`src/rtl/gh_pkg.sv`:
```
// Shared Guitar Hero definitions: colour codes returned to the RGB mux,
// per-note judgement status and the lane play/title state.
package gh_pkg;

  localparam logic [1:0] CLR_NONE   = 2'b00;
  localparam logic [1:0] CLR_ACTIVE = 2'b01;
  localparam logic [1:0] CLR_HIT    = 2'b10;
  localparam logic [1:0] CLR_MISS   = 2'b11;

  typedef enum logic [1:0] {
    ACTIVE = 2'd0,
    HIT    = 2'd1,
    MISSED = 2'd2
  } note_status_t;

  typedef enum logic {
    TITLE = 1'b0,
    PLAY  = 1'b1
  } lane_state_t;

  function automatic logic [1:0] status_color(input note_status_t st);
    case (st)
      ACTIVE:  return CLR_ACTIVE;
      HIT:     return CLR_HIT;
      MISSED:  return CLR_MISS;
      default: return CLR_NONE;
    endcase
  endfunction

endpackage

```
`src/rtl/note_lane_if.sv`:
```
// Bundle between the game top level and one colour lane: controls and
// pixel position in, colour code and score pulses out.
interface note_lane_if;
  import gh_pkg::*;

  logic        start;
  logic        press;
  logic [9:0]  hCount;
  logic [9:0]  vCount;
  logic [7:0]  shift;
  logic [31:0] speedshift;
  logic [1:0]  color;
  logic        hit_pulse;
  logic        miss_pulse;

  modport master (
    output start, press, hCount, vCount, shift, speedshift,
    input  color, hit_pulse, miss_pulse
  );

  modport slave (
    input  start, press, hCount, vCount, shift, speedshift,
    output color, hit_pulse, miss_pulse
  );

endinterface

```
`src/rtl/note_tick_gen.sv`:
```
// Speed divider shared by the lanes and the background scroller: one tick
// every (BASE_DIV - speedshift) enabled cycles, never faster than every cycle.
module note_tick_gen #(
  parameter int unsigned BASE_DIV = 250000
) (
  input  logic        clk,
  input  logic        resetbtn,
  input  logic        en,
  input  logic [31:0] speedshift,
  output logic        tick
);

  localparam logic [31:0] BASE = BASE_DIV;

  logic [31:0] threshold;
  logic [31:0] count;
  logic [32:0] count_inc;

  // Saturate so an oversized speedshift gives a tick every cycle instead of wrapping.
  always_comb begin
    threshold = 32'd1;
    if (speedshift < BASE && (BASE - speedshift) > 32'd1)
      threshold = BASE - speedshift;
  end

  assign count_inc = {1'b0, count} + 33'd1;
  assign tick      = en && (count_inc >= {1'b0, threshold});

  always_ff @(posedge clk or posedge resetbtn) begin
    if (resetbtn)
      count <= '0;
    else if (tick)
      count <= '0;
    else if (en)
      count <= count + 32'd1;
  end

endmodule

```
`src/rtl/note_lane.sv`:
```
// One colour lane: moves NUM_NOTES falling notes, judges presses against
// the hit window and returns a registered per-pixel colour code.
module note_lane #(
  parameter int          LANE_X    = 340,
  parameter int          NOTE_W    = 30,
  parameter int          NOTE_H    = 30,
  parameter int          NUM_NOTES = 4,
  parameter int          SPACING   = 195,
  parameter int          HIT_TOP   = 400,
  parameter int          HIT_BOT   = 455,
  parameter int          WRAP_Y    = 779,
  parameter int unsigned BASE_DIV  = 250000
) (
  input  logic       clk,
  input  logic       resetbtn,
  note_lane_if.slave lane
);
  import gh_pkg::*;

  localparam logic [9:0] HIT_TOP_Y = 10'(HIT_TOP);
  localparam logic [9:0] HIT_BOT_Y = 10'(HIT_BOT);
  localparam logic [9:0] WRAP_Y_Y  = 10'(WRAP_Y);

  lane_state_t  state;
  logic         playing;
  logic         tick;
  logic [9:0]   note_y  [NUM_NOTES];
  note_status_t note_st [NUM_NOTES];
  logic [NUM_NOTES-1:0] in_win;
  logic [NUM_NOTES-1:0] pix_on;
  logic [NUM_NOTES-1:0] escape_vec;
  logic         hit_found;
  logic [2:0]   hit_idx;
  logic [9:0]   best_y;
  logic         do_hit;
  logic         do_miss;
  logic [1:0]   color_next;
  logic [10:0]  lane_left;
  logic [10:0]  lane_right;
  logic [10:0]  h_pos;
  logic [10:0]  v_pos;

  always_ff @(posedge clk or posedge resetbtn) begin
    if (resetbtn)
      state <= TITLE;
    else if (state == TITLE && lane.start)
      state <= PLAY;
    else if (state == PLAY && !lane.start)
      state <= TITLE;
  end

  assign playing = (state == PLAY);

  note_tick_gen #(.BASE_DIV(BASE_DIV)) u_tick (
    .clk        (clk),
    .resetbtn   (resetbtn),
    .en         (playing),
    .speedshift (lane.speedshift),
    .tick       (tick)
  );

  // Score the lowest note on screen first; strict '>' keeps the lowest index on ties.
  always_comb begin
    hit_found = 1'b0;
    hit_idx   = '0;
    best_y    = '0;
    for (int i = 0; i < NUM_NOTES; i++) begin
      if (note_st[i] == ACTIVE && in_win[i] && (!hit_found || note_y[i] > best_y)) begin
        hit_found = 1'b1;
        hit_idx   = 3'(i);
        best_y    = note_y[i];
      end
    end
  end

  assign do_hit  = playing && lane.press && hit_found;
  assign do_miss = (playing && lane.press && !hit_found) || (|escape_vec);

  assign lane_left  = 11'(LANE_X) + {3'b000, lane.shift};
  assign lane_right = lane_left + 11'(NOTE_W - 1);
  assign h_pos      = {1'b0, lane.hCount};
  assign v_pos      = {1'b0, lane.vCount};

  for (genvar g = 0; g < NUM_NOTES; g++) begin : g_note
    localparam logic [9:0] INIT_Y = 10'((g * SPACING) % (WRAP_Y + 1));

    logic [9:0]   y_q;
    note_status_t st_q;
    logic         at_wrap;
    logic         scored;
    logic [10:0]  note_bot;

    assign at_wrap       = (y_q == WRAP_Y_Y);
    assign scored        = do_hit && (hit_idx == 3'(g));
    // A press on the same cycle the note leaves the window takes precedence.
    assign escape_vec[g] = tick && (st_q == ACTIVE) && (y_q == HIT_BOT_Y) && !scored;
    assign in_win[g]     = (y_q >= HIT_TOP_Y) && (y_q <= HIT_BOT_Y);
    assign note_bot      = {1'b0, y_q} + 11'(NOTE_H - 1);
    assign pix_on[g]     = (h_pos >= lane_left) && (h_pos <= lane_right) &&
                           (v_pos >= {1'b0, y_q}) && (v_pos <= note_bot);

    always_ff @(posedge clk or posedge resetbtn) begin
      if (resetbtn) begin
        y_q  <= INIT_Y;
        st_q <= ACTIVE;
      end else if (tick) begin
        y_q <= at_wrap ? '0 : y_q + 10'd1;
        if (at_wrap)
          st_q <= ACTIVE;
        else if (scored)
          st_q <= HIT;
        else if (escape_vec[g])
          st_q <= MISSED;
      end else if (scored) begin
        st_q <= HIT;
      end
    end

    assign note_y[g]  = y_q;
    assign note_st[g] = st_q;
  end

  // Walk from the highest index down so the lowest overlapping note paints last.
  always_comb begin
    color_next = CLR_NONE;
    for (int i = NUM_NOTES - 1; i >= 0; i--) begin
      if (pix_on[i])
        color_next = status_color(note_st[i]);
    end
    if (!playing)
      color_next = CLR_NONE;
  end

  always_ff @(posedge clk or posedge resetbtn) begin
    if (resetbtn) begin
      lane.color      <= CLR_NONE;
      lane.hit_pulse  <= 1'b0;
      lane.miss_pulse <= 1'b0;
    end else begin
      lane.color      <= color_next;
      lane.hit_pulse  <= do_hit;
      lane.miss_pulse <= do_miss;
    end
  end

endmodule

```
`src/flat_wrapper.sv`:
```
// flat-port wrapper written by rule: the top's interface ports become plain ports
module note_lane_flat import gh_pkg::*;
#(
  parameter int          LANE_X    = 340,
  parameter int          NOTE_W    = 30,
  parameter int          NOTE_H    = 30,
  parameter int          NUM_NOTES = 4,
  parameter int          SPACING   = 195,
  parameter int          HIT_TOP   = 400,
  parameter int          HIT_BOT   = 455,
  parameter int          WRAP_Y    = 779,
  parameter int unsigned BASE_DIV  = 250000
)
  (clk, resetbtn, lane_start, lane_press, lane_hCount, lane_vCount, lane_shift, lane_speedshift, lane_color, lane_hit_pulse, lane_miss_pulse);
  note_lane_if lane_i ();
  input  logic clk;
  input  logic resetbtn;
  input wire logic [$bits(lane_i.start)-1:0] lane_start;
  input wire logic [$bits(lane_i.press)-1:0] lane_press;
  input wire logic [$bits(lane_i.hCount)-1:0] lane_hCount;
  input wire logic [$bits(lane_i.vCount)-1:0] lane_vCount;
  input wire logic [$bits(lane_i.shift)-1:0] lane_shift;
  input wire logic [$bits(lane_i.speedshift)-1:0] lane_speedshift;
  output wire logic [$bits(lane_i.color)-1:0] lane_color;
  output wire logic [$bits(lane_i.hit_pulse)-1:0] lane_hit_pulse;
  output wire logic [$bits(lane_i.miss_pulse)-1:0] lane_miss_pulse;
  assign lane_i.start = lane_start;
  assign lane_i.press = lane_press;
  assign lane_i.hCount = lane_hCount;
  assign lane_i.vCount = lane_vCount;
  assign lane_i.shift = lane_shift;
  assign lane_i.speedshift = lane_speedshift;
  assign lane_color = lane_i.color;
  assign lane_hit_pulse = lane_i.hit_pulse;
  assign lane_miss_pulse = lane_i.miss_pulse;
  note_lane #(.LANE_X(LANE_X), .NOTE_W(NOTE_W), .NOTE_H(NOTE_H), .NUM_NOTES(NUM_NOTES), .SPACING(SPACING), .HIT_TOP(HIT_TOP), .HIT_BOT(HIT_BOT), .WRAP_Y(WRAP_Y), .BASE_DIV(BASE_DIV)) u_core (.clk(clk), .resetbtn(resetbtn), .lane(lane_i));
endmodule
```
`config.mk`:
```
export PLATFORM = sky130hd
export DESIGN_NAME = note_lane_flat
export DESIGN_NICKNAME = d
export VERILOG_FILES = /design/src/rtl/gh_pkg.sv /design/src/rtl/note_lane_if.sv /design/src/rtl/note_tick_gen.sv /design/src/rtl/note_lane.sv /design/src/flat_wrapper.sv
export SDC_FILE = /design/constraint.sdc
export NUM_CORES = 1
export LEC_CHECK = 0
export ABC_CLOCK_PERIOD_IN_PS = 8380
export BUFFER_PORTS_ARGS = -buffer_cell sky130_fd_sc_hd__buf_2
export CORE_UTILIZATION = 45
export CTS_BUF_LIST = sky130_fd_sc_hd__clkbuf_4 sky130_fd_sc_hd__clkbuf_8
export CTS_CLUSTER_SIZE = 24
export DETAILED_ROUTE_END_ITERATION = 10
export PLACE_DENSITY = 0.65
export SYNTH_ARGS = -nofsm -noshare
export SYNTH_HDL_FRONTEND = slang
export SYNTH_HIERARCHICAL = 1
export SYNTH_SLANG_ARGS = --single-unit
export TNS_END_PERCENT = 20
```
`constraint.sdc`:
```
create_clock -name clk -period 8.38 [get_ports clk]
set_clock_uncertainty 0.05 [all_clocks]
set_input_delay 1.676 -clock clk [delete_from_list [all_inputs] [get_ports clk]]
set_output_delay 1.676 -clock clk [all_outputs]
set_load 0.01 [all_outputs]
```
==> results.tsv, run 1 <==
stage	metric	value	unit
clocking	cts.sinks	85	
layout	diodes	0	
layout	drive_gt1_share	10.97	%
global_route	grt_remaining_overflow	0	
routing	routedWlPerCell	16.43	µm
global_route	grt_use_met3	2.000	%
worst_setup_path	cp_slowest_cell	or4b_4	
global_route	grt_max_degree	54	
die	die_w	156.0	µm
worst_setup_path	worstSetupStartpointType	register	
logic_synthesis	netlist_area	10670	µm²
clocking	cts_hold_buf	0	
logic_synthesis	synth_top_cell_area_share	21.69	%
clocking	cts_resized	0	
timing	worstMarginPinSlew	1.057	ns
clocking	root_buffer	clkbuf_8	
logic_synthesis	yosys.area.top_type	ha_1	
worst_setup_path	reg2reg_depth	25	
die	die_y	156.0	µm
layout	design_area	11500	µm²
timing	report.final.slew_viol_count	0	
layout	nets	1602	
layout	synthToLayoutAreaGrowth	7.796	%
die	ios	68	
routing	drt_pass1_iterations	6	
die	die_area	24340	µm²
placed_design	finalWeightedCongestion	0.8814	
logic_synthesis	ys_seq_area_share	20.07	%
die	num_rows	55	
timing	period_needed	7.397	ns
worst_setup_path	critPathBufInv	0	
global_route	use_met2	36.93	%
placed_design	io_buffers	67	
pwr	powerDensity	139.2	nW/µm²
timing	fmax	135.2	MHz
clocking	htreeDepth	3	
worst_setup_path	critPathTopFamily	compound AO/OA/AOI/OAI gates	
global_route	grt_usage	23.49	%
global_route	busiest_layer	met2	
routing	drt_iter0_markers	667	
timing	setup_violations	0	
flow_run	maxCapViolCount	0	
timing	max-slew-margin-rel	27.68	%
min_path	whs_path_depth	1	
logic_synthesis	ys_seq_elements	85	
timing	tns	0	ns
worst_setup_path	cp.depth	25	
worst_setup_path	critical_path.max_fanout	13	
worst_setup_path	cp_slowest_stage_delay	0.57	ns
logic_synthesis	yosys-top-cells-area	ha_1 22%, dfrtp_1 17%, xnor2_1 7.7%	
timing	period_share	88.27	%
logic_synthesis	synth_area_per_cell	8.210	µm²
worst_setup_path	required	8.60	ns
worst_setup_path	crit_type	register to register	
logic_synthesis	syn_inst	1300	
die	initial_core_util	46.57	%
routing	vias_per_cell	5.756	
logic_synthesis	synth.distinct_cells	86	
global_route	grt_pass1_vias	9059	
die	core	22920	µm²
routing	drc	0	
clocking	cts_buffer_depth	2	
clocking	cts_made_buffers	9	
routing	vias	9619	
global_route	grtUsageMet1	34.18	%
timing	rsz0062_at_grt	false	
clocking	post-cts-setup-buffer-count	0	
clocking	cts_tree	yes	
placed_design	dp_hpwl	21.33	mm
worst_setup_path	worstPathArrival	7.62	ns
status	status	completed	
placed_design	placed_area	11290	µm²
clocking	path_clk_slew	0.09	ns
pwr	ir_drop	0.08894	mV
worst_setup_path	cpMostUsedCell	a21o_1	
worst_setup_path	end_kind	register	
routing	ant_nets	0	
timing	hold_violations	0	
pwr	power.leakage	5.085	nW
min_path	hold_path.class	register to register	
logic_synthesis	synth_edf_count	0	
logic_synthesis	ys_async_sr_fraction	100.0	%
global_route	antenna_found_initial	0	
routing	wl	27.45	mm
clocking	clkLatencyLatePin	0.39	ns
logic_synthesis	yosysWarnings	6	
global_route	grt_pass1_wl	45.88	mm
logic_synthesis	synth_flop_cell	dfrtp_1	
placed cells by master, fill, tap and decap left out, drive strengths merged, types with 43 or more instances in the layout:
| master | n |
|---|---|
| xnor2 | 94 |
| nand4 | 43 |
| a21oi | 72 |
| o21ai | 50 |
| dfrtp | 73 |
| ha | 185 |
| inv | 89 |
| nand2 | 125 |
| nor2 | 95 |
| buf | 76 |
synth_stat cells (all sizes together), types with 16 or more instances:
cell type and count:
ha 185, nand2 125, nor2 95, xnor2 94
inv 89, dfrtp 73, a21oi 72, o21ai 50
nand4 43, nand3 36, nor3 36, clkbuf 34
a21o 26, nor4 21, xor2 18, mux2 16
or3 16
where the power goes:
group / switching [mW] / total, mW / internal, mW
logic: 0.423 / 0.721 / 0.298
registers: 0.0945 / 0.564 / 0.470
clock network: 0.156 / 0.317 / 0.161
through the flow:
step	worst slack, ns	utilization (%)	total power, mW	cells	hold slack (ns)
after CTS	1.012	50.20	1.604	1671	0.4746
final	0.9830	50.20	1.601	1671	0.4778
after detailed placement	1.015	49.29	1.281	1655	0.4491
after global placement	1.055	49.29	1.264	1655	0.4425
after floorplan	1.742	-	1.075	1315	0.4229
after global routing	0.5264	50.20	1.746	1671	0.4884
worst paths after layout:
kind / to / slack, ns / from
setup / recovery: u_core/lane.miss_pulse / 0.98 / u_core/g_note[0].y_q[4]
hold reg to reg: u_core/u_tick/count[29] / 0.48 / u_core/u_tick/count[29]
max in group asynchronous: u_core/g_note[3].y_q[5] / 6.37 / resetbtn
min in group asynchronous: u_core/u_tick/count[18] / 1.16 / resetbtn
hold / removal: u_core/u_tick/count[29] / 0.48 / u_core/u_tick/count[29]
setup reg to reg: u_core/lane.miss_pulse / 0.98 / u_core/g_note[0].y_q[4]
registers in the layout (all words and copies together), names as in the netlist:
| register | cells |
|---|---|
| u_core/playing | 1 |
| u_core/lane.miss_pulse | 1 |
| u_core/g_note.y_q | 40 |
| u_core/g_note.st_q | 8 |
| u_core/u_tick/count | 32 |
| u_core/lane.hit_pulse | 1 |
| u_core/lane.color | 2 |
metal layers:
layer / up-vias / part of all wire, %
li1: 4836 / -
met1: 4519 / 50
met2: 236 / 44
met3: 28 / 4.4
met4: 0 / 1.5
met5: - / 0
kinds of logic (layout without fill, tap and decap cells):
family	Yosys count	in the layout	share of synthesized area (%)
simple gates	469	469	22.76
compound gates	285	285	18.51
fa+ha+maj	185	185	21.69
buf+inv	138	181	5.275
xor+xnor	112	112	9.191
flops	85	85	20.07
mux	24	24	2.438
other cells	2	17	0.07037
cell type report:
type,instances,area (µm²)
Clock inverter,3,43.79
Clock buffer,13,166.4
Tap cell,313,391.6
Inverter,89,334.1
Fill cell,2248,11410
Timing Repair Buffer,76,402.9
Multi-Input combinational cell,1092,8024
Sequential cell,85,2142
Power figures use the tool's default switching activity.
==> run 2, diff against run 1 <==
--- a/config.mk
+++ b/config.mk
@@ -5,13 +5,14 @@
 export SDC_FILE = /design/constraint.sdc
 export NUM_CORES = 1
 export LEC_CHECK = 0
-export ABC_CLOCK_PERIOD_IN_PS = 8380
+export ABC_CLOCK_PERIOD_IN_PS = 7550
 export BUFFER_PORTS_ARGS = -buffer_cell sky130_fd_sc_hd__buf_2
 export CORE_UTILIZATION = 45
 export CTS_BUF_LIST = sky130_fd_sc_hd__clkbuf_4 sky130_fd_sc_hd__clkbuf_8
 export CTS_CLUSTER_SIZE = 24
 export DETAILED_ROUTE_END_ITERATION = 10
 export PLACE_DENSITY = 0.65
+export RECOVER_POWER = 100
 export SYNTH_ARGS = -nofsm -noshare
 export SYNTH_HDL_FRONTEND = slang
 export SYNTH_HIERARCHICAL = 1
==> constraint.sdc (replaced) <==
create_clock -name clk -period 7.55 [get_ports clk]
set_clock_uncertainty 0.05 [all_clocks]
set_input_delay 1.51 -clock clk [delete_from_list [all_inputs] [get_ports clk]]
set_output_delay 1.51 -clock clk [all_outputs]
set_load 0.01 [all_outputs]
==> results.tsv, run 2 (synthesis results as in run 1) <==
stage	metric	value	unit
global_route	grt_use_met3	3.056	%
global_route	use_met2	37.59	%
layout	multi_input_area	8004	µm²
clocking	root_buffer	clkbuf_8	
clocking	path_clk_slew	0.10	ns
pwr	comb_power_share	45.1	%
pwr	clkPwrFrac	19.6	%
routing	drt_iter0_markers	603	
global_route	grt_max_degree	54	
worst_setup_path	critPathBufInv	1	
layout	drive_gt1_share	9.779	%
timing	setup_violations	0	
clocking	cts_hold_buf	0	
timing	max-slew-margin-rel	-103.7	%
pwr	powerDensity	154.5	nW/µm²
worst_setup_path	r2r_slack	0.44	ns
routing	routedWlPerCell	16.57	µm
timing	report.final.slew_viol_count	89	
layout	fin_util	49.98	%
timing	tns	0	ns
global_route	grtUsageMet1	33.02	%
die	initial_core_util	46.57	%
timing	period_share	94.18	%
routing	wl	27.72	mm
die	die_y	156.0	µm
clocking	htreeDepth	3	
clocking	cts_resized	0	
clocking	post-cts-setup-buffer-count	0	
timing	period_needed	7.110	ns
timing	hold_violations	0	
clocking	clkLatencyLatePin	0.40	ns
routing	vias	9701	
pwr	switching_share	44.58	%
placed_design	io_buffers	67	
layout	layout_common_cells	185 x ha_1, 124 x nand2_1, 94 x xnor2_1	
layout	n_fill_cell	2247	
timing	hold_slack	0.4732	ns
pwr	internal_power	980.7	µW
die	ios	68	
layout	seq_area	2142	µm²
worst_setup_path	cp_slowest_stage_delay	0.56	ns
clocking	cts_buffer_depth	2	
routing	drt_pass1_iterations	5	
status	status	finished with violations	
layout	top_regs	u_core/g_note.y_q x40, u_core/u_tick/count x32, u_core/g_note.st_q x8	
layout	final_common_cell	ha_1	
global_route	grt_pass1_vias	8994	
worst_setup_path	worstSetupStartpointType	register	
flow_run	maxCapViolCount	2	
die	core	22920	µm²
die	num_rows	55	
worst_setup_path	critical_path.max_fanout	13	
global_route	grt_usage	23.50	%
routing	ant_nets	0	
layout	largest_reg_flops	40	
pwr	power_switching	788.9	µW
die	die_w	156.0	µm
placed_design	finalWeightedCongestion	0.9173	
pwr	p_total	1.770	mW
pwr	seqPwrFrac	35.3	%
worst_setup_path	required	7.78	ns
clocking	cts.sinks	85	
layout	top_register	u_core/g_note.y_q	
clocking	cts_tree	yes	
worst_setup_path	worstPathArrival	7.34	ns
timing	rsz0062_at_grt	false	
pwr	power.leakage	5.029	nW
placed_design	dp_hpwl	21.73	mm
placed_design	post-place-cells	1657	
worst_setup_path	end_kind	register	
layout	instances_no_fill	1673	
status	violations	max-capacitance violations, max-slew violations	
timing	fmax	140.6	MHz
timing	worstMarginPinSlew	3.056	ns
clocking	cts_made_buffers	9	
layout	nets	1604	
layout	diodes	0	
worst_setup_path	cp_slowest_cell	or4b_4	
global_route	busiest_layer	met2	
routing	vias_per_cell	5.799	
global_route	grt_remaining_overflow	0	
worst_setup_path	critPathTopFamily	compound AO/OA/AOI/OAI gates	
pwr	ir_drop	0.1152	mV
global_route	grt_pass1_wl	45.57	mm
worst_setup_path	crit_type	register to register	
min_path	hold_path.class	register to register	
die	die_area	24340	µm²
worst_setup_path	cpMostUsedCell	a21o_1	
routing	drc	0	
layout	synthToLayoutAreaGrowth	7.315	%
global_route	antenna_found_initial	0	
run 2: cell count changes in the layout (fill, tap and decap cells not counted), moves of 3 or more:
cell      delta
buf_4        -5
clkbuf_1    +13
and2_0       +3
buf_2        -6
inv_6        +4
and2_1       -3
run 2: through the flow:
step	area [µm²]	setup slack, ns
6_report	11450	0.4396
5_1_grt	11450	0.06303
4_1_cts	11510	0.5033
3_5_place_dp	11310	0.5502
3_3_place_gp	11310	0.6772
2_1_floorplan	10730	1.038
run 2: routing by layer:
layer / vias up / wire length [µm]
li1: 4842 / -
met1: 4599 / 13780
met2: 234 / 12310
met3: 26 / 1181
met4: 0 / 443
met5: - / 0
run 2: final cells by class:
| type | count | share of cell area, % |
|---|---|---|
| Multi-Input combinational cell | 1092 | 69.88 |
| Sequential cell | 85 | 18.70 |
| Tap cell | 313 | 3.419 |
| Timing Repair Buffer | 78 | 3.354 |
| Inverter | 89 | 2.917 |
| Clock buffer | 9 | 1.081 |
| Clock inverter | 7 | 0.6445 |
run 2: power by group through the flow:
stage	sequential (mW)	combinational, mW	clock [mW]
detailed placement	0.631	0.794	0
CTS	0.623	0.799	0.354
floorplan	0.585	0.608	0
finish	0.625	0.798	0.347
global route	0.637	0.913	0.372
global placement	0.633	0.771	0
run 2: final timing paths:
| kind | start | to | cells after the start |
|---|---|---|---|
| max | u_core/g_note[0].y_q[4] | u_core/lane.miss_pulse | 26 |
| min | u_core/u_tick/count[29] | u_core/u_tick/count[29] | 1 |
| max reg2reg | u_core/g_note[0].y_q[4] | u_core/lane.miss_pulse | 26 |
| min reg2reg | u_core/u_tick/count[29] | u_core/u_tick/count[29] | 1 |
| max in group asynchronous | resetbtn | u_core/g_note[0].y_q[6] | 3 |
| min in group asynchronous | resetbtn | u_core/u_tick/count[21] | 2 |
